### config.mk
export PLATFORM = sky130hd
export DESIGN_NAME = tank_hit_tracker_flat
export DESIGN_NICKNAME = d
export VERILOG_FILES = /design/src/rtl/tank_hit_tracker_if.sv /design/src/rtl/tank_hit_tracker.sv /design/src/flat_wrapper.sv
export SDC_FILE = /design/constraint.sdc
export NUM_CORES = 1
export LEC_CHECK = 0
export ABC_AREA = 1
export CORE_MARGIN = 5
export CORE_UTILIZATION = 51
export CTS_CLUSTER_DIAMETER = 80
export DETAILED_ROUTE_END_ITERATION = 10
export PLACE_DENSITY = 0.79
export SETUP_SLACK_MARGIN = 0.05
export SYNTH_ARGS = -nofsm -noshare
export SYNTH_HDL_FRONTEND = slang
export SYNTH_SLANG_ARGS = --single-unit
### constraint.sdc
create_clock -name Clk -period 2.2 [get_ports Clk]
set_input_delay 0.55 -clock Clk [delete_from_list [all_inputs] [get_ports Clk]]
set_output_delay 0.55 -clock Clk [all_outputs]
set_load 0.01 [all_outputs]
### src/rtl/tank_hit_tracker_if.sv
// Signal bundle between the two tank instances / keyboard and the hit tracker,
// plus the tracker's outputs toward the colour mapper and score display.
interface tank_hit_tracker_if;
    logic       frame_clk;
    logic [7:0] keycode;
    logic [9:0] tankA_X, tankA_Y;
    logic [9:0] tankB_X, tankB_Y;
    logic [9:0] bulletA_X, bulletA_Y;
    logic [9:0] bulletB_X, bulletB_Y;
    logic [1:0] hitA, hitB;

    logic [1:0] livesA, livesB;
    logic [3:0] winsA, winsB;
    logic       flashA, flashB;
    logic       strikeA, strikeB;
    logic       game_over;
    logic [1:0] winner;

    // Producer side: tanks, keyboard; consumer of the tracker results.
    modport master (
        output frame_clk, keycode,
        output tankA_X, tankA_Y, tankB_X, tankB_Y,
        output bulletA_X, bulletA_Y, bulletB_X, bulletB_Y,
        output hitA, hitB,
        input  livesA, livesB, winsA, winsB, flashA, flashB,
        input  strikeA, strikeB, game_over, winner
    );

    // Tracker side.
    modport slave (
        input  frame_clk, keycode,
        input  tankA_X, tankA_Y, tankB_X, tankB_Y,
        input  bulletA_X, bulletA_Y, bulletB_X, bulletB_Y,
        input  hitA, hitB,
        output livesA, livesB, winsA, winsB, flashA, flashB,
        output strikeA, strikeB, game_over, winner
    );
endinterface

### src/rtl/tank_hit_tracker.sv
// Bullet-on-tank strike detection, lives / invulnerability / round-win
// bookkeeping and the PLAY/OVER round state machine. Everything advances
// once per rising edge of frame_clk; outputs are registered.
module tank_hit_tracker #(
    parameter int unsigned LIVES         = 3,
    parameter int unsigned INVULN_FRAMES = 60,
    parameter int unsigned TANK_W        = 32,
    parameter int unsigned TANK_H        = 32,
    parameter int unsigned BUL_W         = 8,
    parameter int unsigned BUL_H         = 8,
    parameter logic [7:0]  RESTART_KEY   = 8'h15
) (
    input  logic             Clk,
    input  logic             Reset,
    tank_hit_tracker_if.slave bus
);
    localparam int CW = $clog2(INVULN_FRAMES + 1);

    typedef enum logic {PLAY, OVER} state_e;

    state_e        state_q;
    logic          frame_delayed_q, fe_q;
    logic [1:0]    lives_a_q, lives_b_q;
    logic [3:0]    wins_a_q, wins_b_q;
    logic [CW-1:0] cool_a_q, cool_b_q;
    logic          flash_a_q, flash_b_q;
    logic          strike_a_q, strike_b_q;
    logic          game_over_q;
    logic [1:0]    winner_q;

    logic          struck_a, struck_b, take_a, take_b;
    logic [CW-1:0] cool_a_d, cool_b_d;
    logic [1:0]    lives_a_d, lives_b_d;

    // Inclusive box overlap; sums widened to 11 bits so edges near 1023 never wrap.
    function automatic logic overlap(input logic [9:0] bx, input logic [9:0] by,
                                     input logic [9:0] tx, input logic [9:0] ty);
        return ({1'b0, bx} + 11'(BUL_W) >= {1'b0, tx}) &&
               ({1'b0, bx} <= {1'b0, tx} + 11'(TANK_W)) &&
               ({1'b0, by} + 11'(BUL_H) >= {1'b0, ty}) &&
               ({1'b0, by} <= {1'b0, ty} + 11'(TANK_H));
    endfunction

    // Per-player PLAY-frame step: strike test, cooldown countdown, life loss.
    // A tank is only ever struck by the opponent's bullet.
    // NOTE: every signal gets a value on every path through this block, so no latch is inferred.
    always_comb begin
        struck_a  = (bus.hitB == 2'b01) &&
                    overlap(bus.bulletB_X, bus.bulletB_Y, bus.tankA_X, bus.tankA_Y);
        struck_b  = (bus.hitA == 2'b01) &&
                    overlap(bus.bulletA_X, bus.bulletA_Y, bus.tankB_X, bus.tankB_Y);
        take_a    = struck_a && (cool_a_q == '0);
        take_b    = struck_b && (cool_b_q == '0);
        cool_a_d  = (cool_a_q != '0) ? cool_a_q - 1'b1 : (take_a ? CW'(INVULN_FRAMES) : '0);
        cool_b_d  = (cool_b_q != '0) ? cool_b_q - 1'b1 : (take_b ? CW'(INVULN_FRAMES) : '0);
        lives_a_d = take_a ? lives_a_q - 2'd1 : lives_a_q;
        lives_b_d = take_b ? lives_b_q - 2'd1 : lives_b_q;
    end

    // Frame-edge detect plus the round FSM with all registered outputs.
    // NOTE: sequential state uses non-blocking assignments so every register samples pre-edge values.
    always_ff @(posedge Clk or negedge Reset) begin
        if (!Reset) begin
            state_q         <= PLAY;
            frame_delayed_q <= 1'b0;
            fe_q            <= 1'b0;
            lives_a_q       <= 2'(LIVES);
            lives_b_q       <= 2'(LIVES);
            wins_a_q        <= '0;
            wins_b_q        <= '0;
            cool_a_q        <= '0;
            cool_b_q        <= '0;
            flash_a_q       <= 1'b0;
            flash_b_q       <= 1'b0;
            strike_a_q      <= 1'b0;
            strike_b_q      <= 1'b0;
            game_over_q     <= 1'b0;
            winner_q        <= 2'b00;
        end else begin
            frame_delayed_q <= bus.frame_clk;
            fe_q            <= bus.frame_clk & ~frame_delayed_q;
            strike_a_q      <= 1'b0;
            strike_b_q      <= 1'b0;
            if (fe_q) begin
                case (state_q)
                    PLAY: begin
                        lives_a_q  <= lives_a_d;
                        lives_b_q  <= lives_b_d;
                        strike_a_q <= take_a;
                        strike_b_q <= take_b;
                        if (lives_a_d == '0 || lives_b_d == '0) begin
                            state_q     <= OVER;
                            game_over_q <= 1'b1;
                            cool_a_q    <= '0;
                            cool_b_q    <= '0;
                            flash_a_q   <= 1'b0;
                            flash_b_q   <= 1'b0;
                            if (lives_a_d == '0 && lives_b_d == '0) begin
                                winner_q <= 2'b11;
                            end else if (lives_a_d == '0) begin
                                winner_q <= 2'b10;
                                if (wins_b_q != 4'hF) wins_b_q <= wins_b_q + 4'd1;
                            end else begin
                                winner_q <= 2'b01;
                                if (wins_a_q != 4'hF) wins_a_q <= wins_a_q + 4'd1;
                            end
                        end else begin
                            cool_a_q  <= cool_a_d;
                            cool_b_q  <= cool_b_d;
                            flash_a_q <= (cool_a_d != '0);
                            flash_b_q <= (cool_b_d != '0);
                        end
                    end
                    OVER: begin
                        if (bus.keycode == RESTART_KEY) begin
                            state_q     <= PLAY;
                            lives_a_q   <= 2'(LIVES);
                            lives_b_q   <= 2'(LIVES);
                            winner_q    <= 2'b00;
                            game_over_q <= 1'b0;
                        end
                    end
                    default: state_q <= PLAY;
                endcase
            end
        end
    end

    assign bus.livesA    = lives_a_q;
    assign bus.livesB    = lives_b_q;
    assign bus.winsA     = wins_a_q;
    assign bus.winsB     = wins_b_q;
    assign bus.flashA    = flash_a_q;
    assign bus.flashB    = flash_b_q;
    assign bus.strikeA   = strike_a_q;
    assign bus.strikeB   = strike_b_q;
    assign bus.game_over = game_over_q;
    assign bus.winner    = winner_q;
endmodule

### src/flat_wrapper.sv
// flat-port wrapper written by rule: the top's interface ports become plain ports
module tank_hit_tracker_flat 
#(
    parameter int unsigned LIVES         = 3,
    parameter int unsigned INVULN_FRAMES = 60,
    parameter int unsigned TANK_W        = 32,
    parameter int unsigned TANK_H        = 32,
    parameter int unsigned BUL_W         = 8,
    parameter int unsigned BUL_H         = 8,
    parameter logic [7:0]  RESTART_KEY   = 8'h15
)
  (Clk, Reset, bus_frame_clk, bus_keycode, bus_tankA_X, bus_tankA_Y, bus_tankB_X, bus_tankB_Y, bus_bulletA_X, bus_bulletA_Y, bus_bulletB_X, bus_bulletB_Y, bus_hitA, bus_hitB, bus_livesA, bus_livesB, bus_winsA, bus_winsB, bus_flashA, bus_flashB, bus_strikeA, bus_strikeB, bus_game_over, bus_winner);
  tank_hit_tracker_if bus_i ();
  input  logic Clk;
  input  logic Reset;
  input wire logic [$bits(bus_i.frame_clk)-1:0] bus_frame_clk;
  input wire logic [$bits(bus_i.keycode)-1:0] bus_keycode;
  input wire logic [$bits(bus_i.tankA_X)-1:0] bus_tankA_X;
  input wire logic [$bits(bus_i.tankA_Y)-1:0] bus_tankA_Y;
  input wire logic [$bits(bus_i.tankB_X)-1:0] bus_tankB_X;
  input wire logic [$bits(bus_i.tankB_Y)-1:0] bus_tankB_Y;
  input wire logic [$bits(bus_i.bulletA_X)-1:0] bus_bulletA_X;
  input wire logic [$bits(bus_i.bulletA_Y)-1:0] bus_bulletA_Y;
  input wire logic [$bits(bus_i.bulletB_X)-1:0] bus_bulletB_X;
  input wire logic [$bits(bus_i.bulletB_Y)-1:0] bus_bulletB_Y;
  input wire logic [$bits(bus_i.hitA)-1:0] bus_hitA;
  input wire logic [$bits(bus_i.hitB)-1:0] bus_hitB;
  output wire logic [$bits(bus_i.livesA)-1:0] bus_livesA;
  output wire logic [$bits(bus_i.livesB)-1:0] bus_livesB;
  output wire logic [$bits(bus_i.winsA)-1:0] bus_winsA;
  output wire logic [$bits(bus_i.winsB)-1:0] bus_winsB;
  output wire logic [$bits(bus_i.flashA)-1:0] bus_flashA;
  output wire logic [$bits(bus_i.flashB)-1:0] bus_flashB;
  output wire logic [$bits(bus_i.strikeA)-1:0] bus_strikeA;
  output wire logic [$bits(bus_i.strikeB)-1:0] bus_strikeB;
  output wire logic [$bits(bus_i.game_over)-1:0] bus_game_over;
  output wire logic [$bits(bus_i.winner)-1:0] bus_winner;
  assign bus_i.frame_clk = bus_frame_clk;
  assign bus_i.keycode = bus_keycode;
  assign bus_i.tankA_X = bus_tankA_X;
  assign bus_i.tankA_Y = bus_tankA_Y;
  assign bus_i.tankB_X = bus_tankB_X;
  assign bus_i.tankB_Y = bus_tankB_Y;
  assign bus_i.bulletA_X = bus_bulletA_X;
  assign bus_i.bulletA_Y = bus_bulletA_Y;
  assign bus_i.bulletB_X = bus_bulletB_X;
  assign bus_i.bulletB_Y = bus_bulletB_Y;
  assign bus_i.hitA = bus_hitA;
  assign bus_i.hitB = bus_hitB;
  assign bus_livesA = bus_i.livesA;
  assign bus_livesB = bus_i.livesB;
  assign bus_winsA = bus_i.winsA;
  assign bus_winsB = bus_i.winsB;
  assign bus_flashA = bus_i.flashA;
  assign bus_flashB = bus_i.flashB;
  assign bus_strikeA = bus_i.strikeA;
  assign bus_strikeB = bus_i.strikeB;
  assign bus_game_over = bus_i.game_over;
  assign bus_winner = bus_i.winner;
  tank_hit_tracker #(.LIVES(LIVES), .INVULN_FRAMES(INVULN_FRAMES), .TANK_W(TANK_W), .TANK_H(TANK_H), .BUL_W(BUL_W), .BUL_H(BUL_H), .RESTART_KEY(RESTART_KEY)) u_core (.Clk(Clk), .Reset(Reset), .bus(bus_i));
endmodule
==> results of run 1 <==
[worst paths after layout]
kind	from	to
min reg2reg	u_core.frame_delayed_q	u_core.fe_q
min in group asynchronous	Reset	u_core.cool_a_q[3]
max	bus_bulletA_X[8]	u_core.cool_a_q[0]
max in group asynchronous	Reset	u_core.bus.livesB[1]
max reg2reg	u_core.cool_a_q[1]	u_core.bus.flashA
min	u_core.frame_delayed_q	u_core.fe_q
[per-stage QoR]
stage / utilization, % / area [um2]
3_5_place_dp: 75.3 / 6600
4_1_cts: 83.6 / 7330
6_report: 89.7 / 7860
2_1_floorplan: - / 4670
3_3_place_gp: 75.3 / 6600
5_1_grt: 89.7 / 7860
[synthesized netlist by cell type (all sizes together) (2+ instances only)]
cell and n:
inv 124, a31oi 2, nand4 11, a21oi 35
xor2 20, dfstp 4, clkinv 2, o21ai 28
nor2 60, ha 82, xnor2 14, o31ai 3
o21a 2, a21o 4, nand2 181, dfrtp 30
nor3 12, nand3 50, nand3b 3
[registers in the layout (all words and copies together), names as in the netlist]
register	flops
u_core.bus.livesA	2
u_core.bus.winsA	4
u_core.fe_q	1
u_core.bus.strikeB	1
u_core.bus.winner	2
u_core.bus.strikeA	1
u_core.cool_b_q	6
u_core.state_q	1
u_core.bus.flashB	1
u_core.frame_delayed_q	1
u_core.bus.game_over	1
u_core.bus.livesB	2
u_core.cool_a_q	6
u_core.bus.flashA	1
u_core.bus.winsB	4
[power breakdown]
group | internal [mW] | total (mW) | switching, mW
sequential | 0.759 | 0.871 | 0.112
clock | 0.255 | 0.487 | 0.231
combinational | 1.03 | 2.46 | 1.42
total | 2.05 | 3.81 | 1.76
[layout make-up]
class / count / area [um2] / area share, %
timing repair buffer: 235 / 2100 / 26.7
sequential: 34 / 856 / 10.9
inverter: 126 / 487 / 6.19
tap: 108 / 135 / 1.72
multi-input combinational: 511 / 4190 / 53.3
clock buffer: 8 / 90.1 / 1.15
[cell families after synthesis]
kind of cell,share of synthesized area (%)
AND/OR/NAND/NOR,32.5
buffers and inverters,10.6
flip-flops,18.6
AO/OA/AOI/OAI,9.40
XOR/XNOR,6.48
adder cells (fa/ha/maj),22.3
[timing repair]
action                                  4_1_cts  5_1_grt
setup buffers                                20       15
cloned                                        1        0
endpoints found under the setup margin       32       32
resized for setup                           238      123
pin swaps                                    99       90
[layer usage]
layer / track usage [%] / wire, um / up-vias
li1: - / - / 2641
met1: 32.0 / 6760 / 2689
met2: 54.4 / 9780 / 392
met3: 5.06 / 1510 / 134
met4: 6.85 / 1320 / 0
met5: 0 / 0 / -
[critical path, cell delays in order]
cell           delay, ps
dlygate4sd2_1        350
nand2_1              120
nor2_2               190
a21oi_2              110
ha_4                 280
nand3_2               80
a21oi_1              140
nand2_1               80
nand3_2               90
nand2_2               40
nor2_1               110
nand4_1              200
nand3_4              180
nand2_8               90
nor2_8               160
buf_12               140
nand3_2               60
o21ai_1               70
==> results.md, run 1 <==
- Slew headroom: a little over two thirds
- Most frequent cells in the layout: nand2_1, buf_4, inv_1, clkdlybuf4s50_1, ha_1
- Asr flop ratio synth: 100%
- Min-Delay Path Class: flip-flop to flip-flop
- Post-synth top area share: 22.3%
- Vias in the first global route: 5777
- CTS H-tree lvls: 2
- CTS hold repair buffers: 0
- DIE AREA: 11000 um2
- Drc violations: 0
- Peak supply drop: 0.463 mV
- Global-route wire length before repair: 26500 um
- Min Tclk post-route: 2830 ps
- Fin Hold WS: 401 ps
- Clock tree sinks: 34
- Clock root cell: clkbuf_8
- Mapped Cells: approximately 670
- CTS clk-pin slew, worst paths: around 80 ps
- DRT Wirelength: approximately 19000 um
- Hold Crit Depth: 1
- Initial core utilization: 52.4%
- Static Leakage: ~4 nW
- Longest Clk Path Bufs: 2
- Mapped cell area: 4590 um2
- Yosys cell types: 38
- Worst slew pin tran: 449 ps
- Final worst slack: -626 ps
- Number of synthesized flops with an enable pin: 0
- Leading cell type in the layout, fill and taps excluded: nand2_1
- GRT overflow: 0
- TritonCTS clock tree: built
- Total GRT Usage: about 28%
- Unrepaired setup endpoints after global routing: yes
- CP Launch Type: input port
- Skew-Pair Late Insertion Delay: 290 ps
- Worst slack at placement: -1280 ps
- Setup total negative slack: -16590 ps
- Final #Nets: 1090
- Die height: between 100 and 150 um
- Top-Level Pins: 114
- Largest net degree at the start of global routing: 35
- DRT antenna net count: 0
- Synthesized flop and latch total: 34
- Number of warnings issued by yosys: 0
- Worst Clk Skew: 8.85 ps
- Initial antenna violation count: 0
- IO Port Bufs: 113
- Non-Filler Instances: 1022
- Drt wl/cell: between 15 and 20 um
- Mapped Avg Cell Area: approximately 7 um2
- Mapped Nets: 849
- Row count: 34
- Pre-antenna DRT Iters: 5
- Routability cong.: 0.885
- Status: finished, violations left
- Violated checks: setup timing
- Post-synth top flop: dfrtp_1
- Vias: ~5900
- Final cycle utilization of the critical path: 128%
- CP Capture Type: flip-flop
- Die width: 105 um
- CP required: approximately 2400 ps
- DR iter-0 viols: 422
- Final hold viol count: 0
- Crit Path Max Fanout: 4
- Maxcap violations: 0
- TritonCTS Buffers: 5
- Synth top area cells: ha_1, dfrtp_1, nand2_1
- Sequential fraction of the synthesis area: a little under a fifth
- CORE AREA: 8760 um2
- CP Data Arrival Time: ~3100 ps
- Vias/cell: 5.73
- Filler cells: between 300 and 400
- Pwr Density: 485 nW/um2
- Placed Cells: between 900 and 1000
- Setup Viol. Count Final: 32
- Yosys top cell by area: ha_1
- Final Max Tran Viols: 0
- Worst r2r path cells: 14
- Syn-to-layout area delta: 71.2%
- Reg2Reg Setup Slack: -140 ps
- Overall power: 3.81 mW
- Post-DP HPWL: around 11000 um
- Fmax: between 300 and 400 MHz
- Share of layout cells above drive strength 1: 39.5%
- Antenna Cells: 0
- Crit path kind: input port to flip-flop
(Power assumes the default switching activity.)
==> run 2, diff against run 1 <==
--- a/config.mk
+++ b/config.mk
@@ -10,7 +10,7 @@
 export CORE_UTILIZATION = 51
 export CTS_CLUSTER_DIAMETER = 80
 export DETAILED_ROUTE_END_ITERATION = 10
-export PLACE_DENSITY = 0.79
+export PLACE_DENSITY_LB_ADDON = 0.1
 export SETUP_SLACK_MARGIN = 0.05
 export SYNTH_ARGS = -nofsm -noshare
 export SYNTH_HDL_FRONTEND = slang
==> run 2 against run 1 <==
The run still ends with setup timing left. Core utilization fell by 1.5 points. Combinational power decreased by 8%. Non-clock buffer count down 12. Largest power group unchanged. Critical path type unchanged. Clock skew is 3.9 ps lower. Worst setup slack better by 94 ps. Fmax increased by 3.4%. Largest cell class unchanged.
==> results.md, run 2 (synthesis gave the netlist of run 1 again) <==
- Status: finished, violations left
- Violated checks: setup timing
- Routability cong.: 0.862 (-2.6%)
- Unrepaired setup endpoints after global routing: yes
- Row count: 34 (unchanged)
- Fin Hold WS: 402 ps (+1.56 ps)
- Fmax: 366 MHz (+3.4%)
- Min-Delay Path Class: flip-flop to flip-flop
- GRT overflow: 0 (unchanged)
- Total GRT Usage: 25.6% (-2.8 points)
- Buf/Inv on CP: 3 (+1)
- Crit Path Max Fanout: 7 (+3)
- CP Launch Type: input port
- Final hold viol count: 0 (unchanged)
- Non-Filler Instances: 1010 (-1.2%)
- IO Port Bufs: 113 (unchanged)
- Leading cell type in the layout, fill and taps excluded: nand2_1
- Drc violations: 0 (unchanged)
- Vias/cell: 5.56 (-2.9%)
- DR iter-0 viols: 346 (-18%)
- Cell family with most CP delay: simple AND/OR/NAND/NOR gates
- Grt peak-use layer: met2
- Initial antenna violation count: 0 (unchanged)
- Worst slack at placement: -1280 ps (+1.78 ps)
- Static Leakage: 3.94 nW (-1.3%)
- TritonCTS clock tree: built
- Die height: 105 um (unchanged)
- Worst Clk Skew: 4.98 ps (-3.87 ps)
- CP required: 2430 ps (about the same)
- Cell breakdown of the critical path: buf_2, nand3_2, nor2_2, xor2_2, ha_4, buf_4, a21oi_1, nand2_1, nand2_1, nand3_2, nand2_1, inv_2, nand4_4, nand2_4, nand3_4, nand2_8, nor2_4, nand3_2, o21ai_2
- Top-Level Pins: 114 (unchanged)
- Slew headroom: 70.4% (+0.38 points)
- Vias in the first global route: 5440 (-5.8%)
- Grt met2 use: 46.6% (-7.7 points)
- Vias: 5619 (-4.0%)
- Crit path largest cell delay: 260 ps (-90 ps)
- CTS H-tree lvls: 2 (unchanged)
- Longest Clk Path Bufs: 2 (unchanged)
- CORE AREA: 8760 um2 (unchanged)
- Pre-antenna DRT Iters: 7 (+2)
- Global-route wire length before repair: 24300 um (-8.1%)
- Antenna Cells: 0 (unchanged)
- CP Capture Type: flip-flop
- DIE AREA: 11000 um2 (unchanged)
- Drt wl/cell: 16.7 um (-12%)
- Clock tree sinks: 34 (unchanged)
- TritonCTS Buffers: 5 (unchanged)
- Pwr Density: 500 nW/um2 (+3.1%)
- Final worst slack: -532 ps (+93.8 ps)
- Crit path kind: input port to flip-flop
- Clock root cell: clkbuf_8
- DRT antenna net count: 0 (unchanged)
- Final #Nets: 1078 (-1.1%)
- Post-DP HPWL: 10400 um (-4.2%)
- Maxcap violations: 0 (unchanged)
- Worst slew pin tran: 444 ps (-5.63 ps)
- Placed Cells: 980 (-0.10%)
- GR Util met1: 29.8% (-2.2 points)
- Peak supply drop: 0.754 mV (+63%)
- Largest regs: u_core.cool_a_q (6), u_core.cool_b_q (6)
- Most frequent cells in the layout: nand2_1, inv_1, buf_4, clkdlybuf4s50_1, ha_1
- Setup Viol. Count Final: 31 (-3.1%)
- Worst path slowest cell: nor2_4
- Share of layout cells above drive strength 1: 38.8% (-0.69 points)
- CTS hold repair buffers: 0 (unchanged)
- CTS clk-pin slew, worst paths: 70 ps (about the same)
- Die width: 105 um (unchanged)
- Largest net degree at the start of global routing: 35 (unchanged)
- CP Data Arrival Time: 2960 ps (-90 ps)
- Initial core utilization: 52.4% (unchanged)
- Min Tclk post-route: 2730 ps (-93.8 ps)
- Skew-Pair Late Insertion Delay: 300 ps (about the same)
- Grt met3 use: 4.50% (-0.55 points)
- Syn-to-layout area delta: 68.3%
- DRT Wirelength: 16800 um (-13%)
- Final cycle utilization of the critical path: 124% (-4.3 points)
- Overall power: 3.87 mW (+1.4%)
- Final Max Tran Viols: 0 (unchanged)
-- run 2: what timing repair did --
action	4_1_cts	5_1_grt
setup buffers	10	14
endpoints found under the setup margin	32	32
pin swaps	93	66
gates resized for setup	263	106
gates cloned	1	0
hold endpoints to repair	0	0
-- run 2: metal layers --
layer | wire, um | up-vias
li1 | - | 2624
met5 | 0 | -
met2 | 8690 | 273
met4 | 757 | 0
met3 | 1040 | 74
met1 | 6350 | 2648
-- run 2: worst reg2reg max path: stages, from the launching register on --
cell	delay, ps
dfrtp_1	400
inv_1	120
ha_1	210
nand4_2	130
nor3_1	190
nand2_2	80
nor2_2	120
nand3_2	120
nand2_4	120
nand3_4	120
nand2_8	120
nor2_8	70
buf_4	140
nand2_2	60
o21ai_2	50
-- run 2: stage by stage --
| stage | setup TNS (ps) | area, um2 | util [%] |
|---|---|---|---|
| global route | -17170 | 7730 | 88.2 |
| detailed placement | -36240 | 6590 | 75.2 |
| CTS | -11190 | 7290 | 83.2 |
| floorplan | -9150 | 4670 | - |
| finish | -12740 | 7730 | 88.2 |
| global placement | -32930 | 6590 | 75.2 |
-- run 2: report_power, final --
part	leakage [nW]	switching (mW)	internal, mW
Combinational	3.44	1.27	1.00
Sequential	0.436	0.101	0.758
Clock	0.0714	0.254	0.484
Total	3.94	1.62	2.25
-- run 2: cell type report --
type                            count  area [um2]
Sequential cell                    34         856
Clock inverter                      2        60.1
Tap cell                          108         135
Fill cell                         442        1030
Multi-Input combinational cell    511        4150
Timing Repair Buffer              223        1960
Clock buffer                        6        82.6
Inverter                          126         485
-- run 2: final timing paths --
check | start | endpoint | slack (ps) | cells after the start
hold reg to reg | u_core.frame_delayed_q | u_core.fe_q | 400 | 1
hold / removal | u_core.frame_delayed_q | u_core.fe_q | 400 | 1
min in group asynchronous | Reset | u_core.bus.winsB[1] | 650 | 2
setup reg to reg | u_core.cool_a_q[1] | u_core.cool_b_q[5] | 30 | 14
setup / recovery | bus_bulletA_Y[5] | u_core.cool_b_q[1] | -530 | 19
max in group asynchronous | Reset | u_core.bus.livesB[0] | 1200 | 2
==> run 3, diff against run 2 <==
--- a/config.mk
+++ b/config.mk
@@ -6,7 +6,7 @@
 export NUM_CORES = 1
 export LEC_CHECK = 0
 export ABC_AREA = 1
-export CORE_MARGIN = 5
+export CORE_MARGIN = 2
 export CORE_UTILIZATION = 51
 export CTS_CLUSTER_DIAMETER = 80
 export DETAILED_ROUTE_END_ITERATION = 10
==> run 3 against run 2 <==
The run still ends with setup timing left. Clock power shrank 20%. Combinational power decreased by 7%. Critical path depth is the same. Cell count is essentially flat. Clock-buffer cell count grew 1. Sequential power hardly changed. Worst setup slack got worse by 40 ps. Flip-flop and latch count unchanged. Power is 7.7% lower. Final area shrank 2.2%.
==> results.md, run 3 (synthesis gave the netlist of run 1 again) <==
- Fmax: 361 MHz (-1.4%)
- CP required: 2420 ps (about the same)
- FF-to-FF Start: u_core.cool_a_q[0]
- Leading cell type in the layout, fill and taps excluded: nand2_1
- TritonCTS clock tree: built
- Final worst slack: -571 ps (-39.6 ps)
- Violated checks: setup timing
- Placed Cells: 981 (+0.10%)
- Longest Clk Path Bufs: 2 (unchanged)
- Peak supply drop: 0.635 mV (-16%)
- Min-Delay Path Class: flip-flop to flip-flop
- Post-DP HPWL: 10000 um (-3.8%)
- DIE AREA: 9780 um2 (-11%)
- Non-Filler Instances: 1009 (-0.099%)
- Unrepaired setup endpoints after global routing: yes
- IO Port Bufs: 113 (unchanged)
- Final Max Tran Viols: 0 (unchanged)
- Vias: 5320 (-5.3%)
- CP Launch Type: input port
- Worst hold path endpoint: u_core.fe_q
- Maxcap violations: 0 (unchanged)
- Metal3 WL: 726 um (-30%)
- Largest regs: u_core.cool_a_q (6), u_core.cool_b_q (6)
- CORE AREA: 8720 um2 (-0.49%)
- Skew-Pair Late Insertion Delay: 290 ps (about the same)
- Pwr Density: 472 nW/um2 (-5.6%)
- Initial antenna violation count: 0 (unchanged)
- Routed wl met2: 8070 um (-7.2%)
- Syn-to-layout area delta: 64.5%
- Initial core utilization: 52.7% (+0.26 points)
- Die height: 98.9 um (-5.7%)
- Status: finished, violations left
- Final #Nets: 1077 (-0.093%)
- GRT overflow: 0 (unchanged)
- Hold_sp: u_core.frame_delayed_q
- Pre-antenna DRT Iters: 5 (-2)
- Final cycle utilization of the critical path: 126% (+1.8 points)
- CP Data Arrival Time: 2990 ps (+30 ps)
- Crit path kind: input port to flip-flop
- Slew headroom: 68.1% (-2.3 points)
- Highest routed layer: met4
- Die width: 98.9 um (-5.7%)
- CTS clk-pin slew, worst paths: 80 ps (about the same)
- DRT antenna net count: 0 (unchanged)
- Clock root cell: clkbuf_8
- Met1 WL: 6020 um (-5.2%)
- TritonCTS Buffers: 5 (unchanged)
- DR iter-0 viols: 232 (-33%)
- Final Instance Area: 7560 um2 (-2.2%)
- Antenna Cells: 0 (unchanged)
- Clock tree sinks: 34 (unchanged)
- Final hold viol count: 0 (unchanged)
- Vias/cell: 5.27 (-5.2%)
- Routability cong.: 0.913 (+6.0%)
- Static Leakage: 3.90 nW (-1.1%)
- Placed cell area: 6600 um2 (+0.11%)
- Global-route wire length before repair: 24400 um (+0.14%)
- Worst r2r dst: u_core.bus.winsB[1]
- DRT Wirelength: 15100 um (-10%)
- Worst slew pin tran: 476 ps (+32.1 ps)
- Share of layout cells above drive strength 1: 36.3% (-2.5 points)
- Total GRT Usage: 29.7% (+4.2 points)
- Most frequent cells in the layout: nand2_1, inv_1, buf_4, clkdlybuf4s50_1, ha_1
- Reg2Reg Setup Slack: 60 ps (+30 ps)
- Largest net degree at the start of global routing: 35 (unchanged)
- Worst r2r path cells: 14 (unchanged)
- Worst Clk Skew: 11.5 ps (+6.50 ps)
- CP Capture Type: flip-flop
- Setup Viol. Count Final: 32 (+3.2%)
- Drt wl/cell: 14.9 um (-10%)
- Crit Path Max Fanout: 7 (unchanged)
- Min Tclk post-route: 2770 ps (+39.6 ps)
- Drc violations: 0 (unchanged)
- Row count: 34 (unchanged)
- Hold Crit Depth: 1 (unchanged)
- CTS H-tree lvls: 2 (unchanged)
- Vias in the first global route: 5491 (+0.94%)
- Top-Level Pins: 114 (unchanged)
- Register area: 856 um2 (unchanged)
- Filler cells: 476 (+7.7%)
- Footprint of the multi-input gates: 4050 um2 (-2.4%)
- Worst setup path startpoint: bus_bulletA_X[5]
[run 3: cell count changes in the layout (fill, tap and decap cells not counted), moves of 4 or more]
cell,delta
a21oi_1,+8
nand2_2,-7
a21oi_2,-7
nand3_2,+4
clkdlybuf4s50_1,+7
nor2_4,-4
nand2_1,+6
[run 3: power breakdown]
part	switching [mW]	internal (mW)	leakage, nW	total [mW]
clock network	0.223	0.369	0.0585	0.593
logic	1.17	0.944	3.40	2.12
registers	0.102	0.758	0.436	0.861
total	1.50	2.07	3.90	3.57
[run 3: critical path, stage by stage]
cell and delay [ps]:
buf_2 100, nand2_1 130, nor2_2 160, xor2_1 210, ha_1 280, nand2_1 110, inv_1 40, a21oi_1 150
nand2_1 70, nand2_1 70, nand3_2 130, buf_4 170, nand4_4 100, nand2_4 70, nand3_4 140, nand2_8 90
nor2_4 250, o21ai_2 100, nand3_1 70
[run 3: timing repair]
action / in CTS / in global routing
resized for setup: 269 / 46
hold buffers: 0 / 0
setup buffers: 18 / 5
cloned: 1 / 0
pin swaps: 114 / 30
endpoints found under the setup margin: 32 / 32
[run 3: metrics by stage]
step / hold slack, ps / utilization [%] / setup TNS, ps / power [mW] / worst slack, ps
final: 408 / 86.7 / -14230 / 3.57 / -571
after global routing: 425 / 86.7 / -19550 / 3.85 / -741
after CTS: 402 / 84.8 / -10930 / 3.45 / -482
after detailed placement: 392 / 75.7 / -35640 / 2.67 / -1250
after global placement: 388 / 75.7 / -32530 / 2.60 / -1130
after floorplan: 254 / - / -9150 / 1.98 / -432
[run 3: final cells by class]
type / instances / share of cell area [%]
Clock buffer: 7 / 1.14
Clock inverter: 1 / 0.397
Inverter: 126 / 6.32
Multi-Input combinational cell: 511 / 53.6
Sequential cell: 34 / 11.3
Tap cell: 108 / 1.79
Timing Repair Buffer: 222 / 25.5
[run 3: routing by layer]
layer,vias up,track usage (%)
li1,2610,-
met3,23,2.41
met2,183,58.3
met5,-,0
met4,0,6.32
met1,2504,34.8
[run 3: worst max-delay path by stage]
stage,to,cells after the start
finish,u_core.bus.flashA,19
global route,u_core.cool_b_q[4],18
CTS,u_core.cool_b_q[3],22
detailed placement,u_core.cool_b_q[2],20
global placement,u_core.cool_b_q[2],20
floorplan,u_core.cool_b_q[0],22
